<file path="src/rtl/onehot_decoder_pipe_pkg.sv">
// Shared types and helpers for the one-hot decoder pipeline.
//   skid_state_t : occupancy of the 2-entry output skid buffer
//   decode_lane  : single-lane select -> {err, one-hot} decode
package onehot_decoder_pkg;

  typedef enum logic [1:0] {
    EMPTY = 2'd0,
    ONE   = 2'd1,
    TWO   = 2'd2
  } skid_state_t;

  // Widest one-hot lane the shared decode helper supports.
  localparam int unsigned MAX_OUTPUTS = 256;
  localparam int unsigned IDX_W       = $clog2(MAX_OUTPUTS);

  // The result is {err, y} in a fixed-width vector. Bit MAX_OUTPUTS is the
  // error flag, and bits [outputs-1:0] hold the one-hot code. Callers slice
  // out the part they need.
  function automatic logic [MAX_OUTPUTS:0] decode_lane(
    input int unsigned sel,
    input logic        en,
    input int unsigned outputs
  );
    logic [MAX_OUTPUTS:0] r;
    r = '0;
    if (en) begin
      if (sel < outputs) r[sel[IDX_W-1:0]] = 1'b1;
      else               r[MAX_OUTPUTS]    = 1'b1;
    end
    return r;
  endfunction

endpackage

</file>
<file path="src/rtl/onehot_decoder_pipe_if.sv">
// Handshake bundle for onehot_decoder_pipe.
//   in_valid/in_ready/in_sel/in_en     : upstream select beat
//   out_valid/out_ready/out_y/out_err  : downstream decoded beat
// The slave modport is the decoder's view. The master modport is the
// environment's view, and it drives the input beat and out_ready.
interface onehot_decoder_pipe_if #(
  parameter int BITS    = 3,
  parameter int OUTPUTS = 1 << BITS,
  parameter int LANES   = 1
);
  logic                     in_valid;
  logic                     in_ready;
  logic [LANES*BITS-1:0]    in_sel;
  logic [LANES-1:0]         in_en;
  logic                     out_valid;
  logic                     out_ready;
  logic [LANES*OUTPUTS-1:0] out_y;
  logic [LANES-1:0]         out_err;

  modport slave (
    input  in_valid, in_sel, in_en, out_ready,
    output in_ready, out_valid, out_y, out_err
  );

  modport master (
    output in_valid, in_sel, in_en, out_ready,
    input  in_ready, out_valid, out_y, out_err
  );
endinterface

</file>
<file path="src/rtl/onehot_decoder_pipe_skid2.sv">
// Generic 2-entry skid buffer with a registered output.
//   clk, rst_n           : clock, async active-low reset
//   in_valid/in_ready    : push side; in_ready comes only from state
//   in_data              : WIDTH-bit payload
//   out_valid/out_ready  : pop side; out_data is held stable while stalled
//   out_data             : head entry
module onehot_decoder_skid2
  import onehot_decoder_pkg::*;
#(
  parameter int WIDTH = 1
) (
  input  logic             clk,
  input  logic             rst_n,
  input  logic             in_valid,
  output logic             in_ready,
  input  logic [WIDTH-1:0] in_data,
  output logic             out_valid,
  input  logic             out_ready,
  output logic [WIDTH-1:0] out_data
);

  skid_state_t      state_q, state_d;
  logic [WIDTH-1:0] head_q, spare_q;
  logic             push, pop;

  assign push     = in_valid && in_ready;
  assign pop      = out_valid && out_ready;
  assign out_data = head_q;

  // State register
  always_ff @(posedge clk or negedge rst_n) begin
    if (!rst_n) state_q <= EMPTY;
    else        state_q <= state_d;
  end

  // Next-state logic
  always_comb begin
    state_d = state_q;
    case (state_q)
      EMPTY:   if (push) state_d = ONE;
      ONE: begin
        if (push && !pop)      state_d = TWO;
        else if (!push && pop) state_d = EMPTY;
      end
      TWO:     if (pop) state_d = ONE;
      default: state_d = EMPTY;
    endcase
  end

  // Outputs depend on state only, so there is no out_ready -> in_ready path.
  always_comb begin
    in_ready  = 1'b0;
    out_valid = 1'b0;
    case (state_q)
      EMPTY: in_ready = 1'b1;
      ONE: begin
        in_ready  = 1'b1;
        out_valid = 1'b1;
      end
      TWO:   out_valid = 1'b1;
      default: ;
    endcase
  end

  // Payload storage. The head is the presented beat. The spare entry
  // only fills while the head is stalled.
  always_ff @(posedge clk or negedge rst_n) begin
    if (!rst_n) begin
      head_q  <= '0;
      spare_q <= '0;
    end else begin
      case (state_q)
        EMPTY: if (push) head_q <= in_data;
        ONE: begin
          if (push && pop) head_q  <= in_data;
          else if (push)   spare_q <= in_data;
        end
        TWO: if (pop) head_q <= spare_q;
        default: ;
      endcase
    end
  end

endmodule

</file>
<file path="src/rtl/onehot_decoder_pipe.sv">
// Multi-lane pipelined binary-to-one-hot decoder with range checking.
//   clk, rst_n : clock, async active-low reset
//   bus        : in_valid/in_ready/in_sel/in_en in, and
//                out_valid/out_ready/out_y/out_err out
//   err_count  : saturating count of accepted beats with any lane error
// Decode happens at input acceptance. The result then goes through a
// 2-entry skid buffer, which gives a registered, backpressure-tolerant output.
module onehot_decoder_pipe
  import onehot_decoder_pkg::*;
#(
  parameter int BITS    = 3,
  parameter int OUTPUTS = 1 << BITS,
  parameter int LANES   = 1,
  parameter int CNT_W   = 8
) (
  input  logic               clk,
  input  logic               rst_n,
  onehot_decoder_pipe_if.slave bus,
  output logic [CNT_W-1:0]   err_count
);

  if (BITS < 1) begin : g_bad_bits
    $error("onehot_decoder_pipe: BITS must be >= 1");
  end
  if (OUTPUTS < 1 || OUTPUTS > (1 << BITS)) begin : g_bad_outputs
    $error("onehot_decoder_pipe: OUTPUTS must be in 1 .. 2**BITS");
  end
  if (OUTPUTS > MAX_OUTPUTS) begin : g_too_wide
    $error("onehot_decoder_pipe: OUTPUTS exceeds decode helper width");
  end
  if (LANES < 1) begin : g_bad_lanes
    $error("onehot_decoder_pipe: LANES must be >= 1");
  end
  if (CNT_W < 1) begin : g_bad_cnt
    $error("onehot_decoder_pipe: CNT_W must be >= 1");
  end

  localparam int WIDTH = LANES * (OUTPUTS + 1);

  logic [LANES*OUTPUTS-1:0] dec_y;
  logic [LANES-1:0]         dec_err;
  logic [MAX_OUTPUTS:0]     lane_res;
  logic                     unused_res;
  logic                     accept;
  logic [WIDTH-1:0]         skid_out;

  // The helper returns a fixed-width vector. Only [OUTPUTS-1:0] and the
  // error bit are kept; the rest is folded into unused_res.
  always_comb begin
    dec_y      = '0;
    dec_err    = '0;
    lane_res   = '0;
    unused_res = 1'b0;
    for (int unsigned k = 0; k < LANES; k++) begin
      lane_res   = decode_lane(32'(bus.in_sel[k*BITS +: BITS]), bus.in_en[k],
                               OUTPUTS);
      dec_y[k*OUTPUTS +: OUTPUTS] = lane_res[OUTPUTS-1:0];
      dec_err[k] = lane_res[MAX_OUTPUTS];
      unused_res = unused_res ^ (^lane_res);
    end
  end

  onehot_decoder_skid2 #(
    .WIDTH(WIDTH)
  ) u_skid (
    .clk      (clk),
    .rst_n    (rst_n),
    .in_valid (bus.in_valid),
    .in_ready (bus.in_ready),
    .in_data  ({dec_err, dec_y}),
    .out_valid(bus.out_valid),
    .out_ready(bus.out_ready),
    .out_data (skid_out)
  );

  assign bus.out_y   = skid_out[LANES*OUTPUTS-1:0];
  assign bus.out_err = skid_out[WIDTH-1 -: LANES];

  assign accept = bus.in_valid && bus.in_ready;

  always_ff @(posedge clk or negedge rst_n) begin
    if (!rst_n)
      err_count <= '0;
    else if (accept && (|dec_err) && (err_count != '1))
      err_count <= err_count + 1'b1;
  end

endmodule

</file>
<file path="src/flat_wrapper.sv">
// flat-port wrapper written by rule: the top's interface ports become plain ports
module onehot_decoder_pipe_flat import onehot_decoder_pkg::*;
#(
  parameter int BITS    = 3,
  parameter int OUTPUTS = 1 << BITS,
  parameter int LANES   = 1,
  parameter int CNT_W   = 8
)
  (clk, rst_n, err_count, bus_in_valid, bus_in_sel, bus_in_en, bus_out_ready, bus_in_ready, bus_out_valid, bus_out_y, bus_out_err);
  onehot_decoder_pipe_if #(.BITS(BITS), .OUTPUTS(OUTPUTS), .LANES(LANES)) bus_i ();
  input  logic clk;
  input  logic rst_n;
  output logic [CNT_W-1:0] err_count;
  input wire logic [$bits(bus_i.in_valid)-1:0] bus_in_valid;
  input wire logic [$bits(bus_i.in_sel)-1:0] bus_in_sel;
  input wire logic [$bits(bus_i.in_en)-1:0] bus_in_en;
  input wire logic [$bits(bus_i.out_ready)-1:0] bus_out_ready;
  output wire logic [$bits(bus_i.in_ready)-1:0] bus_in_ready;
  output wire logic [$bits(bus_i.out_valid)-1:0] bus_out_valid;
  output wire logic [$bits(bus_i.out_y)-1:0] bus_out_y;
  output wire logic [$bits(bus_i.out_err)-1:0] bus_out_err;
  assign bus_i.in_valid = bus_in_valid;
  assign bus_i.in_sel = bus_in_sel;
  assign bus_i.in_en = bus_in_en;
  assign bus_i.out_ready = bus_out_ready;
  assign bus_in_ready = bus_i.in_ready;
  assign bus_out_valid = bus_i.out_valid;
  assign bus_out_y = bus_i.out_y;
  assign bus_out_err = bus_i.out_err;
  onehot_decoder_pipe #(.BITS(BITS), .OUTPUTS(OUTPUTS), .LANES(LANES), .CNT_W(CNT_W)) u_core (.clk(clk), .rst_n(rst_n), .bus(bus_i), .err_count(err_count));
endmodule
</file>
<file path="config.mk">
export PLATFORM = sky130hd
export DESIGN_NAME = onehot_decoder_pipe_flat
export DESIGN_NICKNAME = d
export VERILOG_FILES = /design/src/rtl/onehot_decoder_pipe_pkg.sv /design/src/rtl/onehot_decoder_pipe_if.sv /design/src/rtl/onehot_decoder_pipe_skid2.sv /design/src/rtl/onehot_decoder_pipe.sv /design/src/flat_wrapper.sv
export SDC_FILE = /design/constraint.sdc
export NUM_CORES = 1
export LEC_CHECK = 0
export CAP_MARGIN = 10
export CORE_UTILIZATION = 52
export DETAILED_ROUTE_END_ITERATION = 10
export GPL_ROUTABILITY_DRIVEN = 0
export MAX_ROUTING_LAYER = met4
export PLACE_DENSITY = 0.82
export SLEW_MARGIN = 10
export SYNTH_ARGS = -nofsm -noshare
export SYNTH_HDL_FRONTEND = slang
export SYNTH_HIERARCHICAL = 1
export SYNTH_SLANG_ARGS = --single-unit
</file>
<file path="constraint.sdc">
create_clock -name clk -period 4.2 [get_ports clk]
set_input_delay 0.84 -clock clk [delete_from_list [all_inputs] [get_ports clk]]
set_output_delay 0.84 -clock clk [all_outputs]
set_load 0.02 [all_outputs]
</file>
==> results.md, run 1 <==
- Outcome: finished, final reports clean
- Clock buffer depth: 2
- Critical path endpoint category: output pin
- WS Path Type: reg -> out
- Mapped Area: 0.00119 sq mm
- ANT nets after route: 0
- Setup Skew: 2.08 ps
- Final Hold Vio Count: 0
- Reg power frac: 37.4%
- Layout cells sized above 1: 37.5%
- DR iter-0 viols: 4
- CTS resizes: 0
- RR Endpoint: u_core/u_skid/out_data[7]
- Number of global-route vias before repair: 783
- HP Class: reg -> reg
- Worst-Margin Slew: around 860 ps
- Ys Warns: 6
- Largest family of logic cells by synthesized area: multiplexers
- Final period utilization: approximately two thirds
- Startpoint types: flop
- Max H-tree Level: 1
- Post-Syn Area per Cell: 13.2 sq um
- Area delta synth->final: 18.6%
- Core footprint: 0.00206 sq mm
- DRT Pass-1 Iters: 4
- Final setup margin: around 1400 ps
- Comb pwr share: 48.6%
- Max Fclk: 0.357 GHz
- Die height: between 40 and 50 um
- Seq cells post-synth: 20
- Distinct cell type count after synthesis: 23
- Via count: 753
- Design area: approximately 0.0014 sq mm
- Wire per inst: 13.8 um
- Peak VDD IR: 0.391 mV
- Antenna diode count: 0
- Total power: 0.792 mW
- Reg2reg start: u_core/u_skid/state_q[1]
- Fill cells: around 170
- Worst Hold Launch: u_core/u_skid/spare_q[2]
- CTS sink count: 20
- RSZ-0062 raised after global routing: no
- Crit-path cells: inv_1 -> ha_1 -> or2_2 -> clkdlybuf4s50_1
- Residual DRC: 0
- Worst path bufs/invs: 2
- Most common cell after layout, fill and taps aside: mux2_2
- Synth Area in XOR/XNOR: 0%
- Hold Crit Depth: 1
- Rows: 16
- Layout Nets: 128
- Clock power share: 13.9%
- Leak Pwr: 0.670 nW
- I/O Buffers: 18
- Initial Util: 57.5%
- Worst-Skew Late Latency: 300 ps
- Total GRT Usage: 19.5%
- Slew Viols, Final: 0
- Worst path max stage delay: 540 ps
- Final Setup Violations: 0
- Worst Setup Slack post-DPL: 1200 ps
- Most frequent cells in the layout: mux2_2, dfrtp_1, clkdlybuf4s50_1
- Remaining global-route overflow: 0
- Critical Path Fanout Max: 6
- Slew margin rel.: 42.5%
- Total wire length: 1.92 mm
- Mux cell area share after synthesis: 26.5%
- Crit path max-delay family: buffers and inverters
- Slowest CP cell: clkdlybuf4s50_1
- Placed cell areas: 0.00137 sq mm
- Initial antenna violation count: 0
- Die width: 49.8 um
- CTS tree: done
- Die area: 0.00248 sq mm
- CTS clk-pin slew, worst paths: approximately 110 ps
- Sw Pwr: ~0.28 mW
- Crit path time final: ~2800 ps
- Reg-to-reg setup timing slack: ~1600 ps
- Hold_buf cts: 0
- Pwr dens: 563 mW/mm^2
- Hold EP: u_core/u_skid/spare_q[2]
- Seq/Total Area, Yosys: around 42%
- # Post-CTS Setup Buffers: 0
- Synth Area in Simple Gates: 13.0%
- Switching Fraction: 35.4%
- First-pass GRT wire length: 3.47 mm
- Placed cells: about 140
- Critical Path AT: 1960 ps
- Post-Syn Instances: 90
- Critical Path RT: approximately 3400 ps
- IO Count: 27
- Largest net degree at the start of global routing: 21
- Adder-cell share of the synthesized area: 7.38%
- Root Driver: clkbuf_4
- Dpl hpwl: 1.39 mm
- Vias per inst: 5.42
- Pint: 0.511 mW
- Synth Area in Compound Gates: 4.01%
- Total CTS buffers: 3
- Cell Count, Final, Fillers Out: between 100 and 150
- TNS Setup: 0 ps
- Worst Reg-to-Reg Cells: 8
- # Max-Cap Violations: 0
[power by group through the flow]
stage | logic, mW | registers, mW | clock network (mW)
2_1_floorplan | 0.229 | 0.326 | 0
3_3_place_gp | 0.376 | 0.295 | 0
3_5_place_dp | 0.388 | 0.302 | 0
4_1_cts | 0.390 | 0.298 | 0.114
5_1_grt | 0.419 | 0.307 | 0.124
6_report | 0.385 | 0.296 | 0.110
[worst reg2reg max path: cells and delay by family, from the launching register on]
| family | cells | cell delay (ps) |
|---|---|---|
| multiplexers | 1 | 410 |
| AO/OA/AOI/OAI | 1 | 750 |
| adder cells (fa/ha/maj) | 2 | 420 |
| AND/OR/NAND/NOR | 2 | 310 |
| flip-flops | 1 | 460 |
| buffers and inverters | 2 | 170 |
[layout make-up]
cell class	count	area, sq um	area share, %
multi-input combinational	66	641	45.6
timing repair buffer	18	180	12.8
clock buffer	4	36.3	2.58
inverter	4	15.0	1.07
tap	27	33.8	2.40
sequential	20	500	35.6
[logic make-up after synthesis]
kind of cell,Yosys count
AO/OA/AOI/OAI,4
adder cells (fa/ha/maj),7
buffers and inverters,13
flip-flops,20
multiplexers,28
other,1
AND/OR/NAND/NOR,17
[Yosys cell counts]
library cell | number | area [sq um]
nand3_1 | 2 | 10.0
a211oi_1 | 1 | 7.51
o21ai_0 | 1 | 5.00
clkbuf_1 | 1 | 3.75
conb_1 | 1 | 3.75
and4b_2 | 3 | 33.8
o21bai_1 | 1 | 7.51
ha_1 | 7 | 87.6
nor4b_2 | 1 | 15.0
and2_1 | 1 | 6.26
and4_2 | 1 | 10.0
or4_1 | 1 | 7.51
and4bb_2 | 3 | 37.5
a2111oi_4 | 1 | 27.5
mux2i_1 | 1 | 10.0
mux2_2 | 27 | 304
or2_2 | 1 | 6.26
nor2b_4 | 1 | 13.8
dfrtp_1 | 20 | 500
nand2_1 | 2 | 7.51
inv_1 | 4 | 15.0
buf_4 | 8 | 60.1
nor2b_1 | 1 | 6.26
[state kept, by name, indices dropped and copies added (netlist names)]
| register | count |
|---|---|
| u_core/u_skid/state_q | 2 |
| u_core/u_skid/out_data | 9 |
| u_core/u_skid/spare_q | 9 |
[through the flow]
step | utilization (%) | hold WS, ps
6_report | 68.2 | 514
5_1_grt | 68.2 | 539
4_1_cts | 68.2 | 517
3_5_place_dp | 66.4 | 491
3_3_place_gp | 66.4 | 481
2_1_floorplan | - | 474
[metal layers]
metal  track usage, %  vias up  part of all wire (%)
met3             4.94        2                   4.2
met4             5.71        0                  0.73
li1                 -      352                     -
met5                -        -                     0
met1             22.4      376                    45
met2             33.3       23                    50
[how the worst max path moves through the flow]
stage	cells after the start	from	end
after floorplan	8	u_core/u_skid/state_q[1]	u_core/u_skid/out_data[0]
after global placement	7	bus_out_ready	u_core/u_skid/out_data[7]
after detailed placement	7	bus_out_ready	u_core/u_skid/out_data[2]
after CTS	4	u_core/u_skid/state_q[1]	bus_in_ready
after global routing	4	u_core/u_skid/state_q[1]	bus_in_ready
final	4	u_core/u_skid/state_q[1]	bus_in_ready
Note: power is estimated with default switching activity, not from simulation.
==> inputs of run 2 (changes only) <==
- CORE_UTILIZATION: 52 -> 49
- PLACE_DENSITY: 0.82 -> 0.78
- clock period: 4.2 -> 2.85 ns (I/O delays scaled with it)
==> run 2 against run 1 <==
  * Global-route usage down 0.42 points
  * Hold slack about the same
  * Non-clock buffer count up 1
  * Final cell count up 1.4%
  * Clock power up 45%
  * Total power up 49%
  * Highest routed layer unchanged
  * Critical path depth unchanged
  * Cell area up 0.62%
  * Via count down 0.66%
  * Sequential share of layout area down 0.22 points
  * Count of clock-buffer cells in the layout unchanged
  * Setup slack worse by 1100 ps
  * Critical endpoint unchanged
==> results.md, run 2 (synthesis results as in run 1) <==
- Outcome: finished, final reports clean
- Critical Path RT: 2280 ps (-1080 ps)
- First-pass GRT wire length: 3.48 mm (+0.20%)
- Via count: 748 (-0.66%)
- Setup Skew: 3.59 ps (+1.51 ps)
- RSZ-0062 raised after global routing: no
- WS Path Type: reg -> out
- Most frequent cells in the layout: mux2_2, dfrtp_1, clkdlybuf4s50_1
- CTS sink count: 20 (unchanged)
- Total CTS buffers: 3 (unchanged)
- Critical Path Fanout Max: 6 (unchanged)
- Initial antenna violation count: 0 (unchanged)
- RR Endpoint: u_core/u_skid/out_data[7]
- Startpoint types: flop
- Core footprint: 0.00225 sq mm (+9.3%)
- Remaining global-route overflow: 0 (unchanged)
- Die width: 51.2 um (+2.9%)
- Final Setup Violations: 0 (unchanged)
- Final setup margin: 324 ps (-1070 ps)
- Total GRT Usage: 19.1% (-0.42 points)
- Most common cell after layout, fill and taps aside: mux2_2
- Die height: 51.2 um (+2.9%)
- Slew margin rel.: 42.1% (-0.44 points)
- Total power: 1.18 mW (+49%)
- Initial Util: 52.6% (-4.9 points)
- Worst-Margin Slew: 866 ps (+6.62 ps)
- Peak VDD IR: 0.528 mV (+35%)
- TNS Setup: 0 ps (unchanged)
- # Max-Cap Violations: 0 (unchanged)
- CTS tree: done
- Max Fclk: ~0.40 GHz
- Worst Setup Slack post-DPL: 343 ps (-858 ps)
- Hold EP: u_core/u_skid/spare_q[1]
- Die area: 0.00262 sq mm (+5.9%)
- Critical Path AT: 1960 ps (about the same)
- ANT nets after route: 0 (unchanged)
- Rows: 17 (+1)
- Largest net degree at the start of global routing: 21 (unchanged)
- Total wire length: 2.02 mm (+5.0%)
- Layout cells sized above 1: 38.1% (+0.55 points)
- Final period utilization: roughly 90%
- WHS: 513 ps (-0.180 ps)
- DR iter-0 viols: 4 (unchanged)
- Critical path endpoint category: output pin
- IO Count: 27 (unchanged)
- Placed cell areas: 0.00138 sq mm (+0.64%)
- Hold_buf cts: 0 (unchanged)
- Leak Pwr: 0.675 nW (+0.73%)
- Crit path time final: 2530 ps
- Clock buffer depth: 2 (unchanged)
- Vias per inst: 5.30 (-2.1%)
- # Post-CTS Setup Buffers: 0 (unchanged)
- Wire per inst: 14.3 um (+3.5%)
- CTS clk-pin slew, worst paths: 110 ps (about the same)
- Dpl hpwl: 1.48 mm (+6.6%)
- DRT Pass-1 Iters: 3 (-1)
- Worst Reg-to-Reg Cells: 9 (+1)
- Hold Crit Depth: 1 (unchanged)
- Reg2reg start: u_core/u_skid/state_q[1]
- Number of global-route vias before repair: 783 (unchanged)
- Layout Nets: 129 (+0.78%)
- Design area: 0.00142 sq mm (+0.62%)
- Root Driver: clkbuf_4
- Final Hold Vio Count: 0 (unchanged)
- I/O Buffers: 18 (unchanged)
- Residual DRC: 0 (unchanged)
- Antenna diode count: 0 (unchanged)
- Worst-Skew Late Latency: 290 ps (about the same)
- Reg-to-reg setup timing slack: 450 ps (-1130 ps)
- CTS resizes: 0 (unchanged)
- Slew Viols, Final: 0 (unchanged)
- Pwr dens: 835 mW/mm^2 (+48%)
- Area delta synth->final: 19.3%
- Max H-tree Level: 1 (unchanged)
- HP Class: reg -> reg
- Worst Hold Launch: u_core/u_skid/spare_q[1]
==> run 2: power by group <==
group | switching (mW) | internal [mW]
registers | 0.0528 | 0.382
clock network | 0.0825 | 0.0779
logic | 0.282 | 0.304
==> run 2: worst max-delay path, stage by stage (launching register included) <==
cell             delay, ps
dfrtp_1                460
inv_1                   90
ha_1                   270
or2_2                  310
clkdlybuf4s50_1        540
==> run 2: final cells by class <==
cell class | instances | area, sq um
clock buffer | 4 | 36.3
fill | 189 | 840
inverter | 4 | 15.0
multi-input combinational | 66 | 641
sequential | 20 | 500
tap | 28 | 35.0
timing repair buffer | 19 | 188
==> run 2: layer usage <==
layer / up-vias / part of all wire, % / GRT usage (%)
met2: 22 / 51 / 30.9
met1: 368 / 44 / 23.2
met5: - / 0 / -
li1: 354 / - / -
met3: 4 / 3.0 / 2.68
met4: 0 / 1.8 / 9.72
==> run 2: how the worst max path moves through the flow <==
stage	start	slack [ps]	to	depth (start not counted)
after floorplan	u_core/u_skid/state_q[1]	480	u_core/u_skid/out_data[0]	8
after global placement	bus_out_ready	410	u_core/u_skid/out_data[7]	8
after detailed placement	bus_out_ready	340	u_core/u_skid/out_data[6]	8
after CTS	u_core/u_skid/state_q[1]	310	bus_in_ready	4
after global routing	u_core/u_skid/state_q[1]	220	bus_in_ready	4
final	u_core/u_skid/state_q[1]	320	bus_in_ready	4
==> run 2: metrics by stage <==
step           instances  util (%)
2_1_floorplan         99         -
3_5_place_dp         137      61.2
4_1_cts              141      62.8
5_1_grt              141      62.8
3_3_place_gp         137      61.2
6_report             141      62.8
==> inputs of run 3 (changes only) <==
- CORE_MARGIN: unset -> 2
- CTS_CLUSTER_DIAMETER: unset -> 40
- PLACE_DENSITY: 0.78 -> 0.77
==> run 3 against run 2 <==
  * Sequential cell count did not move
  * Clock power grew 5%
  * First-iteration DRC count fell by 75%
  * Clock skew is essentially flat
  * Count of clock-buffer cells in the layout is the same
  * Wire length rose by 2.2%
  * Hold slack improved by 3.6 ps
==> results.md, run 3 (synthesis results as in run 1) <==
- Initial antenna violation count: 0 (unchanged)
- Hold_buf cts: 0 (unchanged)
- Layout Nets: 129 (unchanged)
- Remaining global-route overflow: 0 (unchanged)
- Die height: 53.2 um (+3.9%)
- # Max-Cap Violations: 0 (unchanged)
- Die width: 53.2 um (+3.9%)
- Number of global-route vias before repair: 745 (-4.9%)
- Multi-input logic area: 641 sq um (unchanged)
- Final Util: 62.8% (unchanged)
- Total GRT Usage: 17.9% (-1.2 points)
- Most frequent cells in the layout: mux2_2, dfrtp_1, clkdlybuf4s50_1
- Layout cells sized above 1: 38.1% (unchanged)
- Setup Skew: 3.77 ps (+0.172 ps)
- Critical Path AT: 1970 ps (about the same)
- CTS tree: done
- WHS: 517 ps (+3.57 ps)
- TNS Setup: 0 ps (unchanged)
- Dpl hpwl: 1.50 mm (+1.2%)
- Via count: 741 (-0.94%)
- Root Driver: clkbuf_4
- CTS clk-pin slew, worst paths: 110 ps (about the same)
- Worst-Margin Slew: 907 ps (+40.7 ps)
- Most common cell after layout, fill and taps aside: mux2_2
- Clock buffer depth: 2 (unchanged)
- Core footprint: 0.00225 sq mm (unchanged)
- Peak VDD IR: 0.605 mV (+15%)
- Critical Path Fanout Max: 6 (unchanged)
- Area delta synth->final: 19.3% (unchanged)
- Worst-Skew Late Latency: 310 ps (+20 ps)
- Residual DRC: 0 (unchanged)
- Die area: 0.00283 sq mm (+8.0%)
- Slew Viols, Final: 0 (unchanged)
- Antenna diode count: 0 (unchanged)
- Largest net degree at the start of global routing: 21 (unchanged)
- RSZ-0062 raised after global routing: no
- Pwr dens: 833 mW/mm^2 (-0.23%)
- Critical path endpoint category: output pin
- # Post-CTS Setup Buffers: 0 (unchanged)
- Leak Pwr: 0.675 nW (unchanged)
- Initial Util: 52.6% (unchanged)
- Fill cells: 190 (+0.53%)
- Slew margin rel.: 39.4% (-2.7 points)
- Final Setup Violations: 0 (unchanged)
- Final Hold Vio Count: 0 (unchanged)
- Crit path time final: 2540 ps (+19.3 ps)
- Total CTS buffers: 3 (unchanged)
- Critical Path RT: 2280 ps (about the same)
- Max H-tree Level: 1 (unchanged)
- WS Path Type: reg -> out
- Total wire length: 2.06 mm (+2.2%)
- Final period utilization: 89.3% (+0.68 points)
- First-pass GRT wire length: 3.36 mm (-3.4%)
- DRT Pass-1 Iters: 3 (unchanged)
- HP Class: reg -> reg
- Rows: 17 (unchanged)
- CTS resizes: 0 (unchanged)
- ANT nets after route: 0 (unchanged)
- IO Count: 27 (unchanged)
- DR iter-0 viols: 1 (-3)
- I/O Buffers: 18 (unchanged)
- Vias per inst: 5.26 (-0.94%)
- CTS sink count: 20 (unchanged)
- Storage cell area: 500 sq um (unchanged)
- Outcome: finished, final reports clean
- Wire per inst: 14.6 um (+2.2%)
- Startpoint types: flop
- Max Fclk: 0.393 GHz (-0.76%)
==> run 3: cell type report <==
type                       instances  area share, %
multi-input combinational         66           45.3
sequential                        20           35.4
timing repair buffer              19           13.3
clock buffer                       4           2.56
tap                               28           2.48
inverter                           4           1.06
==> run 3: critical path, cell delays in order, from the launching register on <==
cell             delay, ps
dfrtp_1                470
inv_1                   90
ha_1                   260
or2_2                  300
clkdlybuf4s50_1        540
==> run 3: metal layers <==
layer	wire (um)	GRT usage [%]	up-vias
met1	917	20.1	361
met5	0	-	-
met3	102	5.08	4
li1	-	-	356
met2	998	29.0	20
met4	45	8.97	0
==> run 3: power breakdown <==
| group | switching [mW] | internal (mW) | total [mW] |
|---|---|---|---|
| combinational | 0.270 | 0.303 | 0.573 |
| sequential | 0.0554 | 0.382 | 0.437 |
| clock | 0.0899 | 0.0781 | 0.168 |
| total | 0.415 | 0.763 | 1.18 |
==> run 3: per-stage QoR <==
stage	worst slack (ps)	instances	cell area, sq um	power (mW)
global placement	309	137	1380	1.00
CTS	275	141	1420	1.20
detailed placement	267	137	1380	1.02
finish	305	141	1420	1.18
global route	168	141	1420	1.26
floorplan	481	99	1220	0.819
==> run 3: final timing paths <==
path	start	endpoint	slack (ps)	cells past startpoint
setup reg to reg	u_core/u_skid/state_q[1]	u_core/u_skid/out_data[2]	370	9
setup / recovery	u_core/u_skid/state_q[1]	bus_in_ready	310	4
hold reg to reg	u_core/u_skid/spare_q[8]	u_core/u_skid/spare_q[8]	520	1
hold / removal	u_core/u_skid/spare_q[8]	u_core/u_skid/spare_q[8]	520	1
max in group asynchronous	rst_n	u_core/u_skid/spare_q[8]	1540	1
min in group asynchronous	rst_n	u_core/u_skid/spare_q[7]	760	1
